File: config.mk
export PLATFORM = sky130hd
export DESIGN_NAME = core_lsu_flat
export DESIGN_NICKNAME = d
export VERILOG_FILES = /design/src/rtl/core_lsu_pkg.sv /design/src/rtl/core_lsu_if.sv /design/src/rtl/core_lsu_align.sv /design/src/rtl/core_lsu.sv /design/src/flat_wrapper.sv
export SDC_FILE = /design/constraint.sdc
export NUM_CORES = 1
export LEC_CHECK = 0
export BUFFER_PORTS_ARGS = -buffer_cell sky130_fd_sc_hd__buf_2
export CORE_MARGIN = 1.5
export CORE_UTILIZATION = 51
export DETAILED_ROUTE_END_ITERATION = 12
export PLACE_DENSITY = 0.81
export SLEW_MARGIN = 20
export SYNTH_ARGS = -nofsm -noshare
export SYNTH_HDL_FRONTEND = slang
export SYNTH_SLANG_ARGS = --single-unit
File: constraint.sdc
create_clock -name clk -period 3.8 [get_ports clk]
set_clock_uncertainty 0.15 [all_clocks]
set_input_delay 0.57 -clock clk [delete_from_list [all_inputs] [get_ports clk]]
set_output_delay 0.57 -clock clk [all_outputs]
set_load 0.01 [all_outputs]
File: src/rtl/core_lsu_pkg.sv
// Shared definitions for the load/store unit: FSM states, RV32I funct3 codes,
// default bus timeout and the operation legality check.
package core_lsu_pkg;

  typedef enum logic [1:0] {
    LSU_IDLE = 2'd0,
    LSU_REQ  = 2'd1,
    LSU_RESP = 2'd2,
    LSU_ERR  = 2'd3
  } lsu_state_e;

  localparam logic [2:0] F3_LB  = 3'd0;
  localparam logic [2:0] F3_LH  = 3'd1;
  localparam logic [2:0] F3_LW  = 3'd2;
  localparam logic [2:0] F3_LBU = 3'd4;
  localparam logic [2:0] F3_LHU = 3'd5;
  localparam logic [2:0] F3_SB  = 3'd0;
  localparam logic [2:0] F3_SH  = 3'd1;
  localparam logic [2:0] F3_SW  = 3'd2;

  localparam int LSU_TIMEOUT_DEFAULT = 255;

  // funct3[1:0] encodes the access size for every legal load and store.
  function automatic logic op_legal(input logic op_load, input logic [2:0] f3,
                                    input logic [1:0] offset);
    logic code_ok;
    logic align_ok;
    if (op_load) code_ok = (f3 == F3_LB) || (f3 == F3_LH) || (f3 == F3_LW) ||
                           (f3 == F3_LBU) || (f3 == F3_LHU);
    else         code_ok = (f3 == F3_SB) || (f3 == F3_SH) || (f3 == F3_SW);
    case (f3[1:0])
      2'd1:    align_ok = ~offset[0];
      2'd2:    align_ok = (offset == 2'd0);
      default: align_ok = 1'b1;
    endcase
    return code_ok & align_ok;
  endfunction

endpackage

File: src/rtl/core_lsu_if.sv
// Execute-stage request, data-memory bus and register write-back signals of the LSU.
// Request handshake: an op transfers on a rising edge where req_valid_in and req_ready_out are both high.
interface core_lsu_if #(parameter int ADDR_W = 32);
  logic              req_valid_in;
  logic              req_ready_out;
  logic              op_load_in;
  logic [2:0]        func3_in;
  logic [ADDR_W-1:0] addr_in;
  logic [31:0]       store_data_in;
  logic [4:0]        rd_in;
  logic              mem_req_out;
  logic              mem_we_out;
  logic [ADDR_W-1:0] mem_addr_out;
  logic [31:0]       mem_wdata_out;
  logic [3:0]        mem_wstrb_out;
  logic              mem_ack_in;
  logic [31:0]       mem_rdata_in;
  logic              reg_we_out;
  logic [4:0]        reg_write_addr_out;
  logic [31:0]       reg_write_data_out;
  logic              hold_flag_out;
  logic              err_out;

  modport master (
    input  req_valid_in, op_load_in, func3_in, addr_in, store_data_in, rd_in,
           mem_ack_in, mem_rdata_in,
    output req_ready_out, mem_req_out, mem_we_out, mem_addr_out, mem_wdata_out,
           mem_wstrb_out, reg_we_out, reg_write_addr_out, reg_write_data_out,
           hold_flag_out, err_out
  );

  modport slave (
    output req_valid_in, op_load_in, func3_in, addr_in, store_data_in, rd_in,
           mem_ack_in, mem_rdata_in,
    input  req_ready_out, mem_req_out, mem_we_out, mem_addr_out, mem_wdata_out,
           mem_wstrb_out, reg_we_out, reg_write_addr_out, reg_write_data_out,
           hold_flag_out, err_out
  );
endinterface

File: src/rtl/core_lsu_align.sv
// Combinational lane logic: store byte-lane placement and strobes, load lane
// extraction with sign/zero extension, and the legal-and-aligned flag.
module core_lsu_align
  import core_lsu_pkg::*;
(
  input  logic        op_load,
  input  logic [2:0]  func3,
  input  logic [1:0]  offset,
  input  logic [31:0] store_data,
  input  logic [31:0] rdata,
  output logic        legal,
  output logic [31:0] wdata,
  output logic [3:0]  wstrb,
  output logic [31:0] load_data
);

  logic [7:0]  byte_sel;
  logic [15:0] half_sel;

  always_comb begin
    legal    = op_legal(op_load, func3, offset);
    wdata    = store_data;
    wstrb    = 4'b1111;
    byte_sel = rdata[{offset, 3'b000} +: 8];
    half_sel = offset[1] ? rdata[31:16] : rdata[15:0];

    // Replicating the data lets the strobes alone pick the written lane.
    case (func3[1:0])
      2'd0: begin
        wdata = {4{store_data[7:0]}};
        wstrb = 4'b0001 << offset;
      end
      2'd1: begin
        wdata = {2{store_data[15:0]}};
        wstrb = offset[1] ? 4'b1100 : 4'b0011;
      end
      default: ;
    endcase

    case (func3)
      F3_LB:   load_data = {{24{byte_sel[7]}}, byte_sel};
      F3_LH:   load_data = {{16{half_sel[15]}}, half_sel};
      F3_LBU:  load_data = {24'd0, byte_sel};
      F3_LHU:  load_data = {16'd0, half_sel};
      default: load_data = rdata;
    endcase
  end

endmodule

File: src/rtl/core_lsu.sv
// Load/store unit: single-outstanding req/ack memory bus, lane alignment,
// load write-back, pipeline hold and error pulse on bad op or bus timeout.
module core_lsu
  import core_lsu_pkg::*;
#(
  parameter int ADDR_W  = 32,
  parameter int TIMEOUT = LSU_TIMEOUT_DEFAULT
) (
  input  logic        clk,
  input  logic        rst,
  core_lsu_if.master  bus,
  output lsu_state_e  dbg_state
);

  localparam int CNT_W = (TIMEOUT < 2) ? 1 : $clog2(TIMEOUT + 1);

  lsu_state_e        state;
  lsu_state_e        state_nx;
  logic              op_load_q;
  logic [2:0]        f3_q;
  logic [ADDR_W-1:0] addr_q;
  logic [31:0]       sdata_q;
  logic [4:0]        rd_q;
  logic [31:0]       ldata_q;
  logic [CNT_W-1:0]  cnt_q;

  logic              idle;
  logic              accept;
  logic              in_req;
  logic              ack;
  logic              al_op_load;
  logic [2:0]        al_f3;
  logic [1:0]        al_offset;
  logic [31:0]       al_sdata;
  logic              al_legal;
  logic [31:0]       al_wdata;
  logic [3:0]        al_wstrb;
  logic [31:0]       al_ldata;

  assign idle      = (state == LSU_IDLE);
  assign in_req    = (state == LSU_REQ);
  assign accept    = idle & bus.req_valid_in;
  assign ack       = in_req & bus.mem_ack_in;
  assign dbg_state = state;

  // The single aligner sees the incoming op while idle (legality decision)
  // and the latched op afterwards (lanes, strobes, load extract).
  assign al_op_load = idle ? bus.op_load_in           : op_load_q;
  assign al_f3      = idle ? bus.func3_in             : f3_q;
  assign al_offset  = idle ? bus.addr_in[1:0]         : addr_q[1:0];
  assign al_sdata   = idle ? bus.store_data_in        : sdata_q;

  core_lsu_align u_align (
    .op_load    (al_op_load),
    .func3      (al_f3),
    .offset     (al_offset),
    .store_data (al_sdata),
    .rdata      (bus.mem_rdata_in),
    .legal      (al_legal),
    .wdata      (al_wdata),
    .wstrb      (al_wstrb),
    .load_data  (al_ldata)
  );

  always_ff @(posedge clk) begin
    if (rst) begin
      state     <= LSU_IDLE;
      op_load_q <= 1'b0;
      f3_q      <= '0;
      addr_q    <= '0;
      sdata_q   <= '0;
      rd_q      <= '0;
      ldata_q   <= '0;
      cnt_q     <= '0;
    end else begin
      state <= state_nx;
      if (accept) begin
        op_load_q <= bus.op_load_in;
        f3_q      <= bus.func3_in;
        addr_q    <= bus.addr_in;
        sdata_q   <= bus.store_data_in;
        rd_q      <= bus.rd_in;
        cnt_q     <= '0;
      end else if (in_req && !bus.mem_ack_in) begin
        cnt_q <= cnt_q + 1'b1;
      end
      if (ack && op_load_q) ldata_q <= al_ldata;
    end
  end

  always_comb begin
    state_nx               = state;
    bus.req_ready_out      = idle;
    bus.hold_flag_out      = !idle || bus.req_valid_in;
    bus.mem_req_out        = 1'b0;
    bus.mem_we_out         = 1'b0;
    bus.mem_addr_out       = '0;
    bus.mem_wdata_out      = '0;
    bus.mem_wstrb_out      = '0;
    bus.reg_we_out         = 1'b0;
    bus.reg_write_addr_out = '0;
    bus.reg_write_data_out = '0;
    bus.err_out            = 1'b0;

    case (state)
      LSU_IDLE: begin
        if (bus.req_valid_in) state_nx = al_legal ? LSU_REQ : LSU_ERR;
      end
      LSU_REQ: begin
        bus.mem_req_out   = 1'b1;
        bus.mem_we_out    = !op_load_q;
        bus.mem_addr_out  = {addr_q[ADDR_W-1:2], 2'b00};
        bus.mem_wdata_out = op_load_q ? 32'd0 : al_wdata;
        bus.mem_wstrb_out = op_load_q ? 4'd0 : al_wstrb;
        // Ack wins over the abort when both land in the same cycle.
        if (bus.mem_ack_in)                     state_nx = op_load_q ? LSU_RESP : LSU_IDLE;
        else if (cnt_q == CNT_W'(TIMEOUT - 1))  state_nx = LSU_ERR;
      end
      LSU_RESP: begin
        bus.reg_we_out         = (rd_q != 5'd0);
        bus.reg_write_addr_out = rd_q;
        bus.reg_write_data_out = ldata_q;
        state_nx               = LSU_IDLE;
      end
      LSU_ERR: begin
        bus.err_out = 1'b1;
        state_nx    = LSU_IDLE;
      end
      default: state_nx = LSU_IDLE;
    endcase
  end

endmodule
File: src/flat_wrapper.sv
// flat-port wrapper written by rule: the top's interface ports become plain ports
module core_lsu_flat import core_lsu_pkg::*;
#(
  parameter int ADDR_W  = 32,
  parameter int TIMEOUT = LSU_TIMEOUT_DEFAULT
)
  (clk, rst, dbg_state, bus_req_valid_in, bus_op_load_in, bus_func3_in, bus_addr_in, bus_store_data_in, bus_rd_in, bus_mem_ack_in, bus_mem_rdata_in, bus_req_ready_out, bus_mem_req_out, bus_mem_we_out, bus_mem_addr_out, bus_mem_wdata_out, bus_mem_wstrb_out, bus_reg_we_out, bus_reg_write_addr_out, bus_reg_write_data_out, bus_hold_flag_out, bus_err_out);
  core_lsu_if #(.ADDR_W(ADDR_W)) bus_i ();
  input  logic clk;
  input  logic rst;
  output lsu_state_e dbg_state;
  input wire logic [$bits(bus_i.req_valid_in)-1:0] bus_req_valid_in;
  input wire logic [$bits(bus_i.op_load_in)-1:0] bus_op_load_in;
  input wire logic [$bits(bus_i.func3_in)-1:0] bus_func3_in;
  input wire logic [$bits(bus_i.addr_in)-1:0] bus_addr_in;
  input wire logic [$bits(bus_i.store_data_in)-1:0] bus_store_data_in;
  input wire logic [$bits(bus_i.rd_in)-1:0] bus_rd_in;
  input wire logic [$bits(bus_i.mem_ack_in)-1:0] bus_mem_ack_in;
  input wire logic [$bits(bus_i.mem_rdata_in)-1:0] bus_mem_rdata_in;
  output wire logic [$bits(bus_i.req_ready_out)-1:0] bus_req_ready_out;
  output wire logic [$bits(bus_i.mem_req_out)-1:0] bus_mem_req_out;
  output wire logic [$bits(bus_i.mem_we_out)-1:0] bus_mem_we_out;
  output wire logic [$bits(bus_i.mem_addr_out)-1:0] bus_mem_addr_out;
  output wire logic [$bits(bus_i.mem_wdata_out)-1:0] bus_mem_wdata_out;
  output wire logic [$bits(bus_i.mem_wstrb_out)-1:0] bus_mem_wstrb_out;
  output wire logic [$bits(bus_i.reg_we_out)-1:0] bus_reg_we_out;
  output wire logic [$bits(bus_i.reg_write_addr_out)-1:0] bus_reg_write_addr_out;
  output wire logic [$bits(bus_i.reg_write_data_out)-1:0] bus_reg_write_data_out;
  output wire logic [$bits(bus_i.hold_flag_out)-1:0] bus_hold_flag_out;
  output wire logic [$bits(bus_i.err_out)-1:0] bus_err_out;
  assign bus_i.req_valid_in = bus_req_valid_in;
  assign bus_i.op_load_in = bus_op_load_in;
  assign bus_i.func3_in = bus_func3_in;
  assign bus_i.addr_in = bus_addr_in;
  assign bus_i.store_data_in = bus_store_data_in;
  assign bus_i.rd_in = bus_rd_in;
  assign bus_i.mem_ack_in = bus_mem_ack_in;
  assign bus_i.mem_rdata_in = bus_mem_rdata_in;
  assign bus_req_ready_out = bus_i.req_ready_out;
  assign bus_mem_req_out = bus_i.mem_req_out;
  assign bus_mem_we_out = bus_i.mem_we_out;
  assign bus_mem_addr_out = bus_i.mem_addr_out;
  assign bus_mem_wdata_out = bus_i.mem_wdata_out;
  assign bus_mem_wstrb_out = bus_i.mem_wstrb_out;
  assign bus_reg_we_out = bus_i.reg_we_out;
  assign bus_reg_write_addr_out = bus_i.reg_write_addr_out;
  assign bus_reg_write_data_out = bus_i.reg_write_data_out;
  assign bus_hold_flag_out = bus_i.hold_flag_out;
  assign bus_err_out = bus_i.err_out;
  core_lsu #(.ADDR_W(ADDR_W), .TIMEOUT(TIMEOUT)) u_core (.clk(clk), .rst(rst), .bus(bus_i), .dbg_state(dbg_state));
endmodule
==> results of run 1 <==
layer usage:
metal  vias up  wire, um  GRT usage [%]
met3        42      1600           7.96
met4         0       526           13.2
met1      3130      8060           35.9
met5         -         0              0
li1       3268         -              -
met2       344      8920           45.4
final timing paths:
kind,end,slack [ps]
max,bus_mem_wstrb_out[0],130
min,u_core.addr_q[9]$_SDFFE_PP0P_,240
max reg2reg,u_core.ldata_q[16]$_SDFFE_PP0P_,570
min reg2reg,u_core.addr_q[9]$_SDFFE_PP0P_,300
kinds of logic after synthesis:
family,after synthesis,synth area share (%)
flip-flops,115,36.0
buffers and inverters,75,5.71
adder cells (fa/ha/maj),5,0.978
XOR/XNOR,5,0.684
AO/OA/AOI/OAI,215,21.3
other,1,0.0586
AND/OR/NAND/NOR,392,29.9
multiplexers,33,5.36
power breakdown:
part	total [W]	internal (W)	switching, W
Clock	0.00161	0.00102	0.000592
Combinational	0.000828	0.000299	0.000529
Sequential	0.00132	0.00128	0.0000411
Total	0.00376	0.00260	0.00116
synthesized netlist by cell type, drive strengths merged (2+ instances only):
cell	count	area share, %
a21o	8	0.94
a21oi	114	9.1
a31oi	8	0.78
and2	70	6.8
and3	18	1.8
buf	35	3.3
clkbuf	33	2.0
clkinv	2	0.12
dfxtp	115	36
ha	5	0.98
inv	5	0.29
mux2i	33	5.4
nand2	192	11
nand2b	4	0.39
nand3	5	0.59
nand4	10	1.1
nor2	53	3.2
nor2b	2	0.31
nor3	12	0.94
nor3b	10	1.7
nor4	7	0.68
o2111ai	14	1.9
o21a	5	0.59
o21ai	44	4.5
o221a	7	1.2
o22ai	8	0.78
or3	5	0.49
xor2	4	0.55
stage by stage:
step,TNS (ps),instance area (um^2),std cells
global placement,0,7490,1176
CTS,0,8100,1209
finish,0,8110,1211
global route,-43.5,8110,1210
floorplan,0,6400,842
detailed placement,0,7490,1176
sequential cells by signal, indices dropped and copies added, names as in the netlist:
register          flops
u_core.addr_q        32
u_core.cnt_q          8
u_core.dbg_state      2
u_core.f3_q           3
u_core.ldata_q       32
u_core.op_load_q      1
u_core.rd_q           5
u_core.sdata_q       32
final cells by class:
class                           count  area [um^2]
Inverter                            7         31.3
Clock inverter                     11          128
Fill cell                        1101         4000
Tap cell                          168          210
Clock buffer                       21          470
Timing Repair Buffer              235         1220
Antenna cell                        2         5.00
Multi-Input combinational cell    652         3740
Sequential cell                   115         2300
worst register-to-register path: stages, from the launching register on:
cell	delay, ps
sky130_fd_sc_hd__dfxtp_1	310
sky130_fd_sc_hd__or2_4	310
sky130_fd_sc_hd__inv_2	110
sky130_fd_sc_hd__buf_6	310
sky130_fd_sc_hd__nand2_1	110
sky130_fd_sc_hd__nand2_1	100
sky130_fd_sc_hd__inv_1	70
sky130_fd_sc_hd__ha_1	290
sky130_fd_sc_hd__clkinv_2	210
sky130_fd_sc_hd__a2111oi_4	100
sky130_fd_sc_hd__o311ai_4	780
sky130_fd_sc_hd__o21ai_0	210
timing repair:
item                                    CTS  global route
endpoints found under the setup margin   28            10
gates resized for setup                   2             2
buffers inserted                          1             0
pin swaps                                 1             0
==> implementation parameters, run 1 <==
Parameter                              Value

Pwr
  Highest ir drop seen on vdd    351 uV
  Lkg Pwr    3.70 nW
  Total Power Consumption    0.00376 W
  Total power density per cell area    464 nW/um^2

Timing
  Final number of hold-violating endpoints    0
  Worst setup slack after layout    128 ps
  Setup violation total in the final timing report    0
  Slew at the pin closest to its max-slew limit    approximately 900 ps
  Max Transition Viols Final    0
  Hold Slack    236 ps
  Minimum clock period after layout    3670 ps
  Worst max-slew margin expressed relative to the limit    between 30% and 40%
  Post-route clock period utilization    96.6%
  F_max    0.272 GHz

Worst setup path
  Worst reg2reg path depth    11
  Type of the setup path with the least slack    reg -> out
  Arrival @ worst endpoint    2950 ps
  Worst Path Required    roughly 3100 ps
  Most used cell along the critical path    sky130_fd_sc_hd__nand2_1
  Maximum fanout count along the critical path    30
  Highest cell delay on the worst timing path    about 500 ps
  WP depth    11
  Crit. Startpoint    u_core.dbg_state[1]$_SDFFE_PP0P_
  R2R Path Start    u_core.dbg_state[1]$_SDFFE_PP0P_
  Gate family responsible for the most delay along the worst path    compound AO/OA/AOI/OAI gates
  CP startpoint kind    flip-flop
  Cell-by-cell trace of the critical path    or2_4, inv_2, buf_6, nand2_1, nand2_1, inv_1, ha_1, a21oi_2, o21a_1, nor2_1, buf_2
  Number of buffers and inverters on the critical path    4
  CP max stage cell    sky130_fd_sc_hd__a21oi_2
  Type of element capturing the critical path    primary output

Floorplanning
  Standard-cell row count    40
  Width of the chip    around 120 um
  Die ar.    ~13000 um^2
  Number of ports placed on the die boundary    222
  Placeable core region    roughly 12000 um^2
  Starting density of the core    a little over half
  Height of the die    115 um

Routing
  Via count    about 6800
  WL per Instance    15.8 um
  Total detailed-routing wirelength    19100 um
  Number of nets with antenna violations after routing    0
  Number of remaining DRC errors    0
  1st-pass router iterations    5
  DRC violation total after the first TritonRoute iteration    610
  Via density per instance    5.60

Job
  Number of maximum-capacitance violations    0

Global route
  Vias in the first global route    6077
  Pin count of the biggest net entering global routing    79
  Wire length of the first global-routing pass    around 30000 um
  Antenna violations before repair    2
  Total global routing track utilization    between 20% and 30%
  Global route overflow    0

Clock network
  H-Tree Level Count    4
  Number of buffers created by CTS    17
  TritonCTS clock tree    built
  Clock latency on the worst-skew pair    410 ps
  Maximum number of buffers from clock root to sink    2
  Hold-fix buffer count after cts    0
  Buffer type at the clock tree root    sky130_fd_sc_hd__clkbuf_16
  Clock-pin slew on the worst setup and hold paths    60 ps
  Count of clock tree sinks    115

Logic synthesis
  Post-Synthesis Cell Area    6400 um^2
  Post-synthesis cell count    ~840
  FF+latch count, synth    115
  Post-synthesis area per instance    7.61 um^2
  Syn. warnings    0
  Async S/R FF share, synth    0%
  Count of distinct cell types in the synthesized netlist    57
  Main synth FF type    sky130_fd_sc_hd__dfxtp_1
  Number of flops mapped to enable cells by yosys    0
  Seq/Total Area, Yosys    36.0%

Layout
  Relative area change from synthesis to final layout    26.8%
  Fraction of the core area covered by cells at the end of the flow    about two thirds
  Share of final-layout standard cells stronger than drive strength 1    29.8%
  Most common cell after layout, fill and taps aside    sky130_fd_sc_hd__buf_2
  Most used cells in the layout excluding fill and tap cells    sky130_fd_sc_hd__buf_2, sky130_fd_sc_hd__nand2_1, sky130_fd_sc_hd__dfxtp_1, sky130_fd_sc_hd__a21oi_1, sky130_fd_sc_hd__and2_1
  Count of nets after finishing    roughly 1100

Placed design
  Detail Placement HPWL    between 10000 and 15000 um
  Buffers on Ports    around 220
  Pre-CTS setup slack    ~270 ps
  Gpl congestion    about 0.84

Run status
  Status    finished clean

Worst hold path
  Hold Crit Start    bus_addr_in[9]
  Hold Crit Depth    3
  Type of the worst min-delay path    in -> reg
No activity file was read; power rests on OpenSTA's default activity.
==> run 2, diff against run 1 <==
--- a/config.mk
+++ b/config.mk
@@ -5,11 +5,12 @@
 export SDC_FILE = /design/constraint.sdc
 export NUM_CORES = 1
 export LEC_CHECK = 0
+export ABC_CLOCK_PERIOD_IN_PS = 4700
 export BUFFER_PORTS_ARGS = -buffer_cell sky130_fd_sc_hd__buf_2
 export CORE_MARGIN = 1.5
-export CORE_UTILIZATION = 51
+export CORE_UTILIZATION = 55
 export DETAILED_ROUTE_END_ITERATION = 12
-export PLACE_DENSITY = 0.81
+export PLACE_DENSITY = 0.87
 export SLEW_MARGIN = 20
 export SYNTH_ARGS = -nofsm -noshare
 export SYNTH_HDL_FRONTEND = slang
==> constraint.sdc (replaced) <==
create_clock -name clk -period 4.7 [get_ports clk]
set_clock_uncertainty 0.15 [all_clocks]
set_input_delay 0.705 -clock clk [delete_from_list [all_inputs] [get_ports clk]]
set_output_delay 0.705 -clock clk [all_outputs]
set_load 0.01 [all_outputs]
==> run 2 against run 1 <==
  * Highest routed layer unchanged
  * Largest power group unchanged
  * Non-clock buffer count shrank 3
  * Hold slack better by 62 ps
  * Wire length up 0.38%
  * Count of clock-buffer cells in the layout grew 2
  * Largest cell class unchanged
  * Global-route usage increased by 1.7 points
  * Die area shrank 7.1%
  * Total power decreased by 15%
  * Clock power is 9% lower
==> implementation parameters, run 2 (synthesized netlist as in run 1, its figures left out) <==
Parameter                              Value

Run status
  Status    finished clean

Pwr
  Sw Share    28.6% (-2.3 points)
  Portion of total power attributed to combinational logic    20.7% (-1.3 points)
  Lkg Pwr    3.72 nW (+0.64%)
  Net switching power    0.000915 W (-21%)
  Relative contribution of sequential cells to total power    33.6% (-1.6 points)
  Share of power burned in the clock network    45.7% (+2.9 points)
  Int Pwr    0.00228 W (-12%)
  Total power density per cell area    394 nW/um^2 (-15%)
  Highest ir drop seen on vdd    257 uV (-27%)

Timing
  Post-route clock period utilization    95.5%
  F_max    0.223 GHz
  Slew at the pin closest to its max-slew limit    904 ps (+0.261 ps)
  Max Transition Viols Final    0 (unchanged)
  Setup violation total in the final timing report    0 (unchanged)
  Minimum clock period after layout    4490 ps
  Hold Slack    298 ps (+62.4 ps)
  Final number of hold-violating endpoints    0 (unchanged)
  Worst setup slack after layout    212 ps (+83.2 ps)
  Worst max-slew margin expressed relative to the limit    39.7% (about the same)

Layout
  Number of fill cells    903 (-18%)
  Most common cell after layout, fill and taps aside    sky130_fd_sc_hd__buf_2
  Relative area change from synthesis to final layout    27.0%
  Registers with the highest flip-flop counts    u_core.addr_q x32, u_core.ldata_q x32, u_core.sdata_q x32
  Count of nets after finishing    1139 (-0.26%)
  Most used cells in the layout excluding fill and tap cells    sky130_fd_sc_hd__buf_2, sky130_fd_sc_hd__nand2_1, sky130_fd_sc_hd__dfxtp_1, sky130_fd_sc_hd__a21oi_1, sky130_fd_sc_hd__and2_1
  Fraction of the core area covered by cells at the end of the flow    71.5% (+4.5 points)
  Share of final-layout standard cells stronger than drive strength 1    29.3% (-0.46 points)

Routing
  Number of remaining DRC errors    0 (unchanged)
  DRC violation total after the first TritonRoute iteration    527 (-14%)
  Total detailed-routing wirelength    19200 um (+0.38%)
  Via density per instance    5.72 (+2.1%)
  Via count    6760 (-0.35%)
  1st-pass router iterations    5 (unchanged)
  Number of nets with antenna violations after routing    0 (unchanged)
  WL per Instance    16.2 um (+2.8%)

Clock network
  Count of clock tree sinks    115 (unchanged)
  Maximum number of buffers from clock root to sink    2 (unchanged)
  TritonCTS clock tree    built
  H-Tree Level Count    4 (unchanged)
  Clock-pin slew on the worst setup and hold paths    50 ps (about the same)
  Clock latency on the worst-skew pair    420 ps (about the same)
  Number of buffers created by CTS    17 (unchanged)
  Buffer type at the clock tree root    sky130_fd_sc_hd__clkbuf_16

Placed design
  Detail Placement HPWL    12700 um (-0.61%)
  Pre-CTS setup slack    428 ps (+162 ps)
  Buffers on Ports    219 (unchanged)
  Gpl congestion    0.833 (-0.94%)

Worst setup path
  R2R Path Start    u_core.dbg_state[0]$_SDFFE_PP0P_
  Maximum fanout count along the critical path    30 (unchanged)
  Type of the setup path with the least slack    reg -> out
  Internal reg-to-reg setup slack    920 ps (+350 ps)
  CP startpoint kind    flip-flop
  Type of element capturing the critical path    primary output
  Arrival @ worst endpoint    3630 ps (+680 ps)
  Worst Path Required    3850 ps (+770 ps)
  Worst reg2reg path depth    11 (unchanged)
  Worst reg2reg endpoint    u_core.ldata_q[12]$_SDFFE_PP0P_

Floorplanning
  Standard-cell row count    39 (-2.5%)
  Placeable core region    11400 um^2 (-6.1%)
  Height of the die    111 um (-3.6%)
  Die ar.    12300 um^2 (-7.1%)
  Number of ports placed on the die boundary    222 (unchanged)
  Starting density of the core    56.3% (+3.4 points)
  Width of the chip    111 um (-3.6%)

Global route
  Antenna violations before repair    1 (-1)
  Pin count of the biggest net entering global routing    82 (+3.8%)
  Total global routing track utilization    30.2% (+1.7 points)
  Wire length of the first global-routing pass    30200 um (+1.4%)
  Vias in the first global route    6192 (+1.9%)
  Global route overflow    0 (unchanged)

Worst hold path
  WHS Endpoint    u_core.addr_q[9]$_SDFFE_PP0P_
  Hold Crit Depth    2 (-1)
  Hold Crit Start    u_core.addr_q[9]$_SDFFE_PP0P_
  Type of the worst min-delay path    reg -> reg

Job
  Number of maximum-capacitance violations    0 (unchanged)
==> run 2: changes by cell type in the layout (fill, tap and decap cells not counted), sizes merged <==
| cell | previous run | this run |
|---|---|---|
| buf | 235 | 232 |
| clkbuf | 21 | 23 |
| clkinvlp | 4 | 1 |
| inv | 6 | 5 |
| bufinv | 2 | 5 |
| clkinv | 6 | 4 |
==> run 2: power groups by stage <==
stage,sequential (W),combinational [W],clock (W)
finish,0.00107,0.000661,0.00146
global route,0.00108,0.000714,0.00152
CTS,0.00107,0.000641,0.00147
detailed placement,0.00109,0.000635,0
global placement,0.00109,0.000626,0
floorplan,0.00108,0.000462,0
==> run 2: worst max-delay path by stage <==
stage | from | endpoint | slack [ps] | cells past startpoint
after floorplan | u_core.dbg_state[1]$_SDFFE_PP0P_ | bus_mem_wstrb_out[1] | 1320 | 12
after global placement | u_core.dbg_state[0]$_SDFFE_PP0P_ | bus_mem_wdata_out[30] | 540 | 9
after detailed placement | u_core.dbg_state[0]$_SDFFE_PP0P_ | bus_mem_wdata_out[30] | 430 | 9
after CTS | u_core.dbg_state[1]$_SDFFE_PP0P_ | bus_mem_wdata_out[30] | 180 | 10
after global routing | u_core.dbg_state[0]$_SDFFE_PP0P_ | bus_mem_wdata_out[8] | -30 | 12
final | u_core.dbg_state[0]$_SDFFE_PP0P_ | bus_mem_wdata_out[31] | 210 | 12
==> run 2: metrics by stage <==
| stage | TNS [ps] | std cells | area [um^2] | power [W] |
|---|---|---|---|---|
| 2_1_floorplan | 0 | 842 | 6400 | 0.00155 |
| 3_3_place_gp | 0 | 1145 | 7410 | 0.00172 |
| 3_5_place_dp | 0 | 1145 | 7410 | 0.00173 |
| 4_1_cts | 0 | 1176 | 8090 | 0.00318 |
| 5_1_grt | -86.7 | 1180 | 8120 | 0.00332 |
| 6_report | 0 | 1182 | 8130 | 0.00320 |
==> run 2: cell type report <==
class / count / area, um^2 / area share (%)
Multi-Input combinational cell: 652 / 3750 / 46.1
Sequential cell: 115 / 2300 / 28.3
Timing Repair Buffer: 232 / 1200 / 14.7
Clock buffer: 23 / 498 / 6.13
Tap cell: 143 / 179 / 2.20
Clock inverter: 8 / 171 / 2.11
Inverter: 7 / 26.3 / 0.323
Antenna cell: 2 / 5.00 / 0.0616
==> run 2: timing repair <==
item | CTS | global route
setup buffers | 0 | 4
gates resized for setup | 1 | 0
hold buffers | 0 | 0
endpoints found under the setup margin | 5 | 12
pin swaps | 0 | 0
hold endpoints to repair | 0 | 0
==> run 2: metal layers <==
metal | vias to the layer above | wire, um | share of wire [%] | global-route usage (%)
met2 | 344 | 9040 | 47 | 49.9
met1 | 3107 | 7870 | 41 | 36.7
met4 | 0 | 693 | 3.6 | 13.9
met3 | 57 | 1570 | 8.2 | 8.15
li1 | 3252 | - | - | -
met5 | - | 0 | 0 | 0
==> run 2: worst max-delay path, cell delays in order, from the launching register on <==
cell	delay (ps)
sky130_fd_sc_hd__dfxtp_2	560
sky130_fd_sc_hd__or2_1	430
sky130_fd_sc_hd__inv_2	110
sky130_fd_sc_hd__buf_4	290
sky130_fd_sc_hd__nand2_1	110
sky130_fd_sc_hd__nand2_1	60
sky130_fd_sc_hd__inv_1	70
sky130_fd_sc_hd__ha_1	330
sky130_fd_sc_hd__clkinv_1	430
sky130_fd_sc_hd__o22ai_1	280
sky130_fd_sc_hd__o21ai_0	150
sky130_fd_sc_hd__a31oi_1	220
sky130_fd_sc_hd__buf_2	160
